File: src/rtl/logic16_pkg.sv
// Shared constants and encodings for the 16-bit logic datapath arbiter.
// Imported by the interface, the logic unit and the arbiter top.
package logic16_pkg;

    localparam int N_REQ = 4;
    localparam int WIDTH = 16;
    localparam int ID_W  = $clog2(N_REQ);

    typedef enum logic [1:0] {
        OP_AND = 2'b00,
        OP_OR  = 2'b01,
        OP_XOR = 2'b10,
        OP_NOT = 2'b11
    } op_e;

    typedef enum logic [1:0] {
        IDLE = 2'b00,
        EXEC = 2'b01,
        RESP = 2'b10
    } state_e;

endpackage

File: src/rtl/logic16_arbiter_if.sv
// Request/response bundle between the requesters, the result consumer and the arbiter.
// Requester i owns slice [i*WIDTH +: WIDTH] of req_a/req_b and [i*2 +: 2] of req_op.
interface logic16_arbiter_if;
    import logic16_pkg::*;

    logic [N_REQ-1:0]       req_valid;
    logic [N_REQ-1:0]       req_ready;
    logic [N_REQ*WIDTH-1:0] req_a;
    logic [N_REQ*WIDTH-1:0] req_b;
    logic [N_REQ*2-1:0]     req_op;
    logic                   resp_valid;
    logic                   resp_ready;
    logic [ID_W-1:0]        resp_id;
    logic [WIDTH-1:0]       resp_data;

    modport master (
        output req_valid, req_a, req_b, req_op, resp_ready,
        input  req_ready, resp_valid, resp_id, resp_data
    );

    modport slave (
        input  req_valid, req_a, req_b, req_op, resp_ready,
        output req_ready, resp_valid, resp_id, resp_data
    );

endinterface

File: src/rtl/logic16_gates.sv
// The 16-bit bitwise gate chips that the shared logic unit is built from.
module and_16bit_chip (
    input  logic [15:0] a,
    input  logic [15:0] b,
    output logic [15:0] y
);
    assign y = a & b;
endmodule

module or_16bit_chip (
    input  logic [15:0] a,
    input  logic [15:0] b,
    output logic [15:0] y
);
    assign y = a | b;
endmodule

module xor_16bit_chip (
    input  logic [15:0] a,
    input  logic [15:0] b,
    output logic [15:0] y
);
    assign y = a ^ b;
endmodule

module not_16bit_chip (
    input  logic [15:0] a,
    output logic [15:0] y
);
    assign y = ~a;
endmodule

File: src/rtl/logic16_unit.sv
// Combinational logic unit: one instance of each gate chip and an opcode-driven result mux.
module logic16_unit
    import logic16_pkg::*;
(
    input  op_e              op,
    input  logic [WIDTH-1:0] a,
    input  logic [WIDTH-1:0] b,
    output logic [WIDTH-1:0] y
);

    logic [WIDTH-1:0] y_and, y_or, y_xor, y_not;

    and_16bit_chip u_and (.a(a), .b(b), .y(y_and));
    or_16bit_chip  u_or  (.a(a), .b(b), .y(y_or));
    xor_16bit_chip u_xor (.a(a), .b(b), .y(y_xor));
    not_16bit_chip u_not (.a(a), .y(y_not));

    // NOTE: y gets a value before the case so no path through this block can infer a latch.
    always_comb begin
        y = y_and;
        case (op)
            OP_AND:  y = y_and;
            OP_OR:   y = y_or;
            OP_XOR:  y = y_xor;
            OP_NOT:  y = y_not;
            default: y = y_and;
        endcase
    end

endmodule

File: src/rtl/logic16_arbiter.sv
// Round-robin arbiter sharing one logic unit among N_REQ requesters.
// One operation in flight at a time: IDLE accepts, EXEC computes, RESP holds the result until taken.
module logic16_arbiter
    import logic16_pkg::*;
(
    input  logic              clk,
    input  logic              rst_n,
    logic16_arbiter_if.slave  bus,
    output logic              busy
);

    state_e           state_q, state_d;
    logic [ID_W-1:0]  rr_ptr_q;
    logic [ID_W-1:0]  winner_q;
    logic [ID_W-1:0]  pick;
    logic [ID_W-1:0]  idx;
    logic             found;
    logic             accept;
    logic [WIDTH-1:0] a_q, b_q;
    op_e              op_q;
    logic [WIDTH-1:0] unit_y;
    logic             resp_valid_q;
    logic [ID_W-1:0]  resp_id_q;
    logic [WIDTH-1:0] resp_data_q;

    // First valid requester at or after rr_ptr, wrapping through the ID space.
    always_comb begin
        found = 1'b0;
        pick  = rr_ptr_q;
        idx   = rr_ptr_q;
        for (int i = 0; i < N_REQ; i++) begin
            idx = rr_ptr_q + ID_W'(i);
            if (!found && bus.req_valid[idx]) begin
                found = 1'b1;
                pick  = idx;
            end
        end
    end

    assign accept = (state_q == IDLE) && found;

    // Gated with rst_n so no requester sees a grant while reset is held.
    always_comb begin
        bus.req_ready = '0;
        if (accept && rst_n) begin
            bus.req_ready[pick] = 1'b1;
        end
    end

    always_comb begin
        state_d = state_q;
        case (state_q)
            IDLE:    if (found) state_d = EXEC;
            EXEC:    state_d = RESP;
            RESP:    if (bus.resp_ready) state_d = IDLE;
            default: state_d = IDLE;
        endcase
    end

    logic16_unit u_unit (
        .op (op_q),
        .a  (a_q),
        .b  (b_q),
        .y  (unit_y)
    );

    // NOTE: state registers use non-blocking assignments so every flop samples pre-edge values.
    always_ff @(posedge clk or negedge rst_n) begin
        if (!rst_n) begin
            state_q      <= IDLE;
            rr_ptr_q     <= '0;
            winner_q     <= '0;
            // NOTE: operand latches are reset along with the control state so nothing downstream sees X.
            a_q          <= '0;
            b_q          <= '0;
            op_q         <= OP_AND;
            resp_valid_q <= 1'b0;
            resp_id_q    <= '0;
            resp_data_q  <= '0;
        end else begin
            state_q <= state_d;
            case (state_q)
                IDLE: begin
                    if (found) begin
                        a_q      <= bus.req_a[pick*WIDTH +: WIDTH];
                        b_q      <= bus.req_b[pick*WIDTH +: WIDTH];
                        op_q     <= op_e'(bus.req_op[pick*2 +: 2]);
                        winner_q <= pick;
                    end
                end
                EXEC: begin
                    resp_data_q  <= unit_y;
                    resp_id_q    <= winner_q;
                    resp_valid_q <= 1'b1;
                end
                RESP: begin
                    if (bus.resp_ready) begin
                        resp_valid_q <= 1'b0;
                        rr_ptr_q     <= winner_q + ID_W'(1);
                    end
                end
                default: ;
            endcase
        end
    end

    assign bus.resp_valid = resp_valid_q;
    assign bus.resp_id    = resp_id_q;
    assign bus.resp_data  = resp_data_q;
    assign busy           = (state_q != IDLE);

endmodule

File: src/flat_wrapper.sv
// flat-port wrapper written by rule: the top's interface ports become plain ports
module logic16_arbiter_flat import logic16_pkg::*;
  (clk, rst_n, busy, bus_req_valid, bus_req_a, bus_req_b, bus_req_op, bus_resp_ready, bus_req_ready, bus_resp_valid, bus_resp_id, bus_resp_data);
  logic16_arbiter_if bus_i ();
  input  logic clk;
  input  logic rst_n;
  output logic busy;
  input wire logic [$bits(bus_i.req_valid)-1:0] bus_req_valid;
  input wire logic [$bits(bus_i.req_a)-1:0] bus_req_a;
  input wire logic [$bits(bus_i.req_b)-1:0] bus_req_b;
  input wire logic [$bits(bus_i.req_op)-1:0] bus_req_op;
  input wire logic [$bits(bus_i.resp_ready)-1:0] bus_resp_ready;
  output wire logic [$bits(bus_i.req_ready)-1:0] bus_req_ready;
  output wire logic [$bits(bus_i.resp_valid)-1:0] bus_resp_valid;
  output wire logic [$bits(bus_i.resp_id)-1:0] bus_resp_id;
  output wire logic [$bits(bus_i.resp_data)-1:0] bus_resp_data;
  assign bus_i.req_valid = bus_req_valid;
  assign bus_i.req_a = bus_req_a;
  assign bus_i.req_b = bus_req_b;
  assign bus_i.req_op = bus_req_op;
  assign bus_i.resp_ready = bus_resp_ready;
  assign bus_req_ready = bus_i.req_ready;
  assign bus_resp_valid = bus_i.resp_valid;
  assign bus_resp_id = bus_i.resp_id;
  assign bus_resp_data = bus_i.resp_data;
  logic16_arbiter u_core (.clk(clk), .rst_n(rst_n), .bus(bus_i), .busy(busy));
endmodule
File: config.mk
export PLATFORM = sky130hd
export DESIGN_NAME = logic16_arbiter_flat
export DESIGN_NICKNAME = d
export VERILOG_FILES = /design/src/rtl/logic16_pkg.sv /design/src/rtl/logic16_arbiter_if.sv /design/src/rtl/logic16_gates.sv /design/src/rtl/logic16_unit.sv /design/src/rtl/logic16_arbiter.sv /design/src/flat_wrapper.sv
export SDC_FILE = /design/constraint.sdc
export NUM_CORES = 1
export LEC_CHECK = 0
export ABC_AREA = 0
export ABC_CLOCK_PERIOD_IN_PS = 1900
export BUFFER_PORTS_ARGS = -buffer_cell sky130_fd_sc_hd__buf_2
export CAP_MARGIN = 30
export CORE_MARGIN = 3
export CORE_UTILIZATION = 51
export DETAILED_ROUTE_END_ITERATION = 6
export PLACE_DENSITY = 0.82
export SLEW_MARGIN = 10
export SYNTH_ARGS = -nofsm -noshare
export SYNTH_HDL_FRONTEND = slang
export SYNTH_SLANG_ARGS = --single-unit
File: constraint.sdc
create_clock -name clk -period 1.9 [get_ports clk]
set_input_delay 0.095 -clock clk [delete_from_list [all_inputs] [get_ports clk]]
set_output_delay 0.095 -clock clk [all_outputs]
set_load 0.05 [all_outputs]
# Word level (Yosys, flattened, before mapping)
# Cells that the tools add are included.
dict set report classes {
  addsub 4
  mul 0
  n_div 0
  n_lt_le_gt_ge 6
  eq_ne 7
  shifts 3
  n_mux 24
  bitwise_logic 4
  reduce_logical 17
}
# cell count
set ops {}
lappend ops {{$shiftx 64x7->16} 2}
lappend ops {{$pmux 16 s4} 1}
lappend ops {{$and 16x16->16} 1}
lappend ops {{$not 16->16} 1}
lappend ops {{$or 16x16->16} 1}
lappend ops {{$xor 16x16->16} 1}
lappend ops {{$lt 2x3->1 const B} 5}
lappend ops {{$mux 1} 10}
lappend ops {{$mux 2} 5}
lappend ops {{$bmux 1 s2} 4}
lappend ops {{$reduce_and 2->1} 4}
lappend ops {{$shiftx 8x4->2} 1}
lappend ops {{$eq 2x2->1 const B} 3}
lappend ops {{$logic_and 1x1->1} 6}
lappend ops {{$pmux 2 s3} 1}
lappend ops {{$add 2x1->2 const B} 2}
lappend ops {{$add 2x2->2 const B} 2}
lappend ops {{$eq 2x1->1 const B} 2}
lappend ops {{$logic_not 2->1} 2}
lappend ops {{$mux 4} 1}
lappend ops {{$reduce_bool 2->1} 2}
lappend ops {{$logic_not 1->1} 3}
lappend ops {{$demux 1 s2} 1}
lappend ops {{$ge 2x1->1 const B} 1}
lappend ops {{other kinds (3)} 3}
dict set report word_totals {
  register_bits 59
  latch_bits 0
  mem_bits_rw 0
  mem_bits_ro 0
  input_bits 143
  out_inout_bits 24
  elab_cells 74
  n_memories 0
}

# Longest topological paths before layout
dict set report depth {
  ltp_word 17
  depth_mapped 8
  depth_no_buf 5
}

# Cells and area by module
# A second synthesis with hierarchy kept.
dict set report hier_totals {
  cells_unflattened 462
  hier_area_um2 4629.4
}
# module n_inst cells_per_inst area_per_inst_um2 seq_area_each_um2
set modules_own_cells {}
lappend modules_own_cells {logic16_arbiter 1 378 3804.9 1476.4}
lappend modules_own_cells {logic16_unit 1 20 424.2 0.0}
lappend modules_own_cells {xor_16bit_chip 1 16 140.1 0.0}
lappend modules_own_cells {and_16bit_chip 1 16 100.1 0.0}
lappend modules_own_cells {or_16bit_chip 1 16 100.1 0.0}
lappend modules_own_cells {not_16bit_chip 1 16 60.1 0.0}

# Worst setup path before layout
# OpenSTA, ideal clock, no wires.
dict set report synth_timing {
  path_type {reg-to-output}
  from {reg u_core.state_q[1]}
  to {out bus_req_ready[2]}
  arrival_time_ps 1896
  required_time_ps 1805
  slack_ps -91
  stages_incl_launch_ff 7
  n_path_buf 2
  path_cell_list {dfrtp_1 or2_2 a21o_1 buf_2 buf_2 inv_1 and3_1}
}
dict set report synth_between {
  elab_chain_cells 4
}
# element line_no
set synth_rtl {}
lappend synth_rtl {{from (decl)} logic16_arbiter.sv:12} ;# state_e state_q, state_d;
lappend synth_rtl {{from (signal assigned)} logic16_arbiter.sv:81} ;# state_q <= state_d;
lappend synth_rtl {{$logic_not 2->1} logic16_arbiter.sv:40} ;# assign accept = (state_q == IDLE) && found;
lappend synth_rtl {{$logic_and 1x1->1} logic16_arbiter.sv:40}
lappend synth_rtl {{$logic_and 1x1->1} logic16_arbiter.sv:45} ;# if (accept && rst_n) begin
lappend synth_rtl {{$mux 4} logic16_arbiter.sv:45}
lappend synth_rtl {{to (decl)} flat_wrapper.sv:13} ;# output wire logic [$bits(bus_i.req_ready)-1:0] bus_req_ready;
# Every way passes these cells.

# Worst setup path in the final report
dict set report layout_timing {
  from {reg u_core.rr_ptr_q[1]}
  to {out bus_req_ready[1]}
}
dict set report layout_between {
  elab_chain_cells 17
  word_cells_on_any_way 32
  classes_between {add/sub: 3; order compare: 2; mux: 18; reduce/logical: 9}
}
# element line_no
set layout_rtl {}
lappend layout_rtl {{from (decl)} logic16_arbiter.sv:13} ;# logic [ID_W-1:0] rr_ptr_q;
lappend layout_rtl {{from (signal assigned)} logic16_arbiter.sv:99} ;# rr_ptr_q <= winner_q + ID_W'(1);
lappend layout_rtl {{branches (longest 16 deep; another with $lt 2x3->1)} --}
lappend layout_rtl {{$mux 4 (*)} logic16_arbiter.sv:45}
# Mark *: on every way between the ends. The select of a mux whose other input is x is not followed.

==> results.yml <==
grt:
  overflow: 0
  grt_pass1_vias: 4913
  antenna_found_initial: 0
  grtUsageTotal_pct: 31.4
  grt_max_degree: 42
  grt_first_pass_wirelength_um: 24700
layout:
  nets: 819
  drive_above_1_share_pct: 47.6
  fin_area_sq_mm: 0.00627
  multi_input_area_sq_mm: 0.00278
  utilization_pct: 74.1
  fillCellCount: 581
  regArea_sq_mm: 0.00148
  syn_to_final_growth_pct: 36.7
  antenna_cells: 0
critical_path:
  cp_num_buf_inv: 2
  crit_family: "compound AO/OA/AOI/OAI gates"
  start_kind: "flip-flop"
  cp.required_ps: 1800
  worstPathCellList: "o21bai_1, a22oi_2, o32ai_4, buf_12, and3_4, buf_8"
  crit_path_top_delay_cell: "dfrtp_2"
  r2r_cells: 7
  critPathKind: "reg2out"
  worst-r2r-setup-slack_ps: -50
  reg2reg_from: "u_core.rr_ptr_q[0]$_DFFE_PN0P_"
  endpoint_kind: "output pin"
  worstPathMaxFanout: 8
  crit_path_max_incr_delay_ps: 470
  reg2reg_to: "u_core.a_q[12]$_DFFE_PN0P_"
  arrival_ps: 1870
sta:
  rsz0062_at_grt: "yes"
  worst_slew_pin_slew_ps: 534
  worst_slack_ps: -63.6
  fmax_mhz: 509
  fin_setup_tns_ps: -688
  skew_ps: 13.2
  slew-limit-headroom_pct: 64.4
  maxSlewViolCount: 0
  period_share_pct: 103
  hold_viol: 0
  period_minus_slack_ps: 1960
  setup_viol: 24
worst_hold_path:
  hold_depth: 3
  holdPathEnd: "u_core.op_q[1]$_DFFE_PN0P_"
  hp-class: "in2reg"
  hp-start: "bus_req_op[7]"
placement:
  place_area_sq_mm: 0.00566
  gp_congestion: 0.987
  dp_hpwl_um: 11200
  portBuffers: 166
synth:
  seq_area_frac_synth_pct: 32.2
  yosys.area.top_type: "dfrtp_1"
  yosysWarnings: 0
  synth_area_leaders: "dfrtp_1, ha_1, mux4_2"
  synthesis.area_sq_mm: 0.00459
  synth_seq_cells: 59
  synth-main-ff-cell: "dfrtp_1"
  synth_cell_types: 47
  yosysTopAreaCellShare_pct: 32.2
  synthesis.nets: 632
  synth.avg_cell_area_sq_um: 10.0
  syn_inst: 457
  synth-edff-count: 0
  synthArstFlopShare_pct: 100
clocking:
  cts_tree: "yes"
  clk_latency_ps: 350
  cts-root-buf: "clkbuf_8"
  h-tree-depth: 3
  max-clock-path-buffers: 2
  cts.sinks: 59
  cts.clk_slew.worst_paths_ps: 80
  cts_buffers: 9
power_and_ir_drop:
  total_power_w: 0.0111
  p_per_area_mw_per_mm2: 1780
  worst_ir_drop_vdd_mv: 1.30
  p_leak_nw: 3.03
route:
  wl_um: 16000
  avgRoutedWirePerCell_um: 21.3
  via_per_inst: 6.37
  post-route-drc-count: 0
  num_vias: 4802
  antenna_left: 0
  dr.first_iter.drc_count: 531
  drtPass1Iterations: 5
job:
  cap_violations: 0
floorplanning:
  die_w_um: 101
  die_h_um: 101
  dieArea_sq_mm: 0.0102
  initial_core_util_pct: 54.2
  io_pins: 167
  rows: 33
  core_area_sq_mm: 0.00846
status:
  violations: "setup timing"
  status: "complete, but fails checks"
[final cells by class]
type / instances / share of cell area (%)
Clock buffer: 9 / 1.97
Timing Repair Buffer: 223 / 23.3
Sequential cell: 59 / 23.6
Inverter: 52 / 3.15
Multi-Input combinational cell: 299 / 44.3
Tap cell: 105 / 2.09
Clock inverter: 7 / 1.58
[worst max path at each step]
| stage | start | to | slack, ps | cells after the start |
|---|---|---|---|---|
| finish | u_core.rr_ptr_q[1]$_DFFE_PN0P_ | bus_req_ready[1] | -60 | 6 |
| global route | u_core.rr_ptr_q[1]$_DFFE_PN0P_ | bus_req_ready[1] | -130 | 6 |
| CTS | u_core.rr_ptr_q[1]$_DFFE_PN0P_ | bus_req_ready[1] | -90 | 6 |
| detailed placement | u_core.rr_ptr_q[0]$_DFFE_PN0P_ | bus_req_ready[0] | -90 | 3 |
| global placement | u_core.rr_ptr_q[0]$_DFFE_PN0P_ | bus_req_ready[0] | 20 | 3 |
| floorplan | u_core.state_q[1]$_DFFE_PN0P_ | bus_req_ready[2] | 30 | 6 |
[power breakdown]
part / leakage (nW) / total, W / switching [W] / internal (W)
logic: 2.25 / 0.00742 / 0.00396 / 0.00346
registers: 0.674 / 0.00242 / 0.000482 / 0.00194
clock network: 0.110 / 0.00130 / 0.000557 / 0.000747
[what timing repair did]
item,in CTS,in global routing
setup endpoints to repair,10,37
gates resized for setup,24,27
buffers inserted,11,3
gates cloned,2,1
hold endpoints to repair,19,0
pin swaps,10,13
hold buffers,3,0
[state kept, by name, indices dropped and copies added, names as in the netlist]
| signal | count |
|---|---|
| u_core.bus.resp_valid | 1 |
| u_core.op_q | 2 |
| u_core.rr_ptr_q | 2 |
| u_core.a_q | 16 |
| u_core.bus.resp_data | 16 |
| u_core.b_q | 16 |
| u_core.bus.resp_id | 2 |
| u_core.state_q | 2 |
| u_core.winner_q | 2 |
[cells in the mapped netlist (2+ instances only)]
cell        n
o22a_1      2
o211ai_2    2
buf_6       8
mux2_2     18
ha_1       32
clkbuf_1   14
nand3_1    34
o21bai_1    2
nand2_1     6
dfrtp_1    59
nand2b_1    3
and3_1      4
a221o_1    34
a21oi_1    34
buf_2      22
a21boi_0    6
mux4_2     16
inv_1      51
a22oi_1     2
a2bb2oi_1  32
a21o_1      3
nor2b_1     3
nor2_1      6
o211ai_1   35
or2_2       2
o21ai_0     4
buf_4       3
[per-layer routing]
metal | routed length, um | GRT usage [%]
met1 | 5880 | 38.2
met4 | 420 | 9.53
met3 | 1630 | 8.58
met2 | 8120 | 54.1
met5 | 0 | 0
[stage by stage]
stage	cells	hold WS, ps	setup slack [ps]
2_1_floorplan	457	-201	28.4
3_3_place_gp	718	-17.1	20.8
3_5_place_dp	718	-13.2	-85.3
4_1_cts	750	87.0	-85.6
5_1_grt	754	107	-129
6_report	754	115	-63.6
[worst register-to-register path, delay by kind of cell (launching register included)]
kind / cells / cell delay, ps
buffers and inverters: 3 / 470
AND/OR/NAND/NOR: 1 / 150
flip-flops: 1 / 490
AO/OA/AOI/OAI: 3 / 740
[kinds of logic (layout without fill, tap and decap cells)]
group / count (synthesis) / count (layout) / share of synthesized area, %
XOR/XNOR: 1 / 1 / 0.191
adder cells (fa/ha/maj): 32 / 32 / 8.73
multiplexers: 34 / 34 / 12.3
AND/OR/NAND/NOR: 68 / 68 / 8.07
AO/OA/AOI/OAI: 164 / 164 / 28.3
flip-flops: 59 / 59 / 32.2
buffers and inverters: 99 / 291 / 10.3
[cells in the final DEF (no fill, tap or decap), drive strengths merged, types with 3 or more instances in the layout]
master and count:
a21boi 6, a21o 3, a21oi 34, a221o 34, a2bb2oi 33, and3 4
buf 218, clkbuf 10, dfrtp 59, dlygate4sd3 3, ha 32, inv 54
mux2 18, mux4 16, nand2 6, nand2b 3, nand3 35, nor2 7
nor2b 3, o211ai 37, o21ai 6
Power figures use the tool's default switching activity.
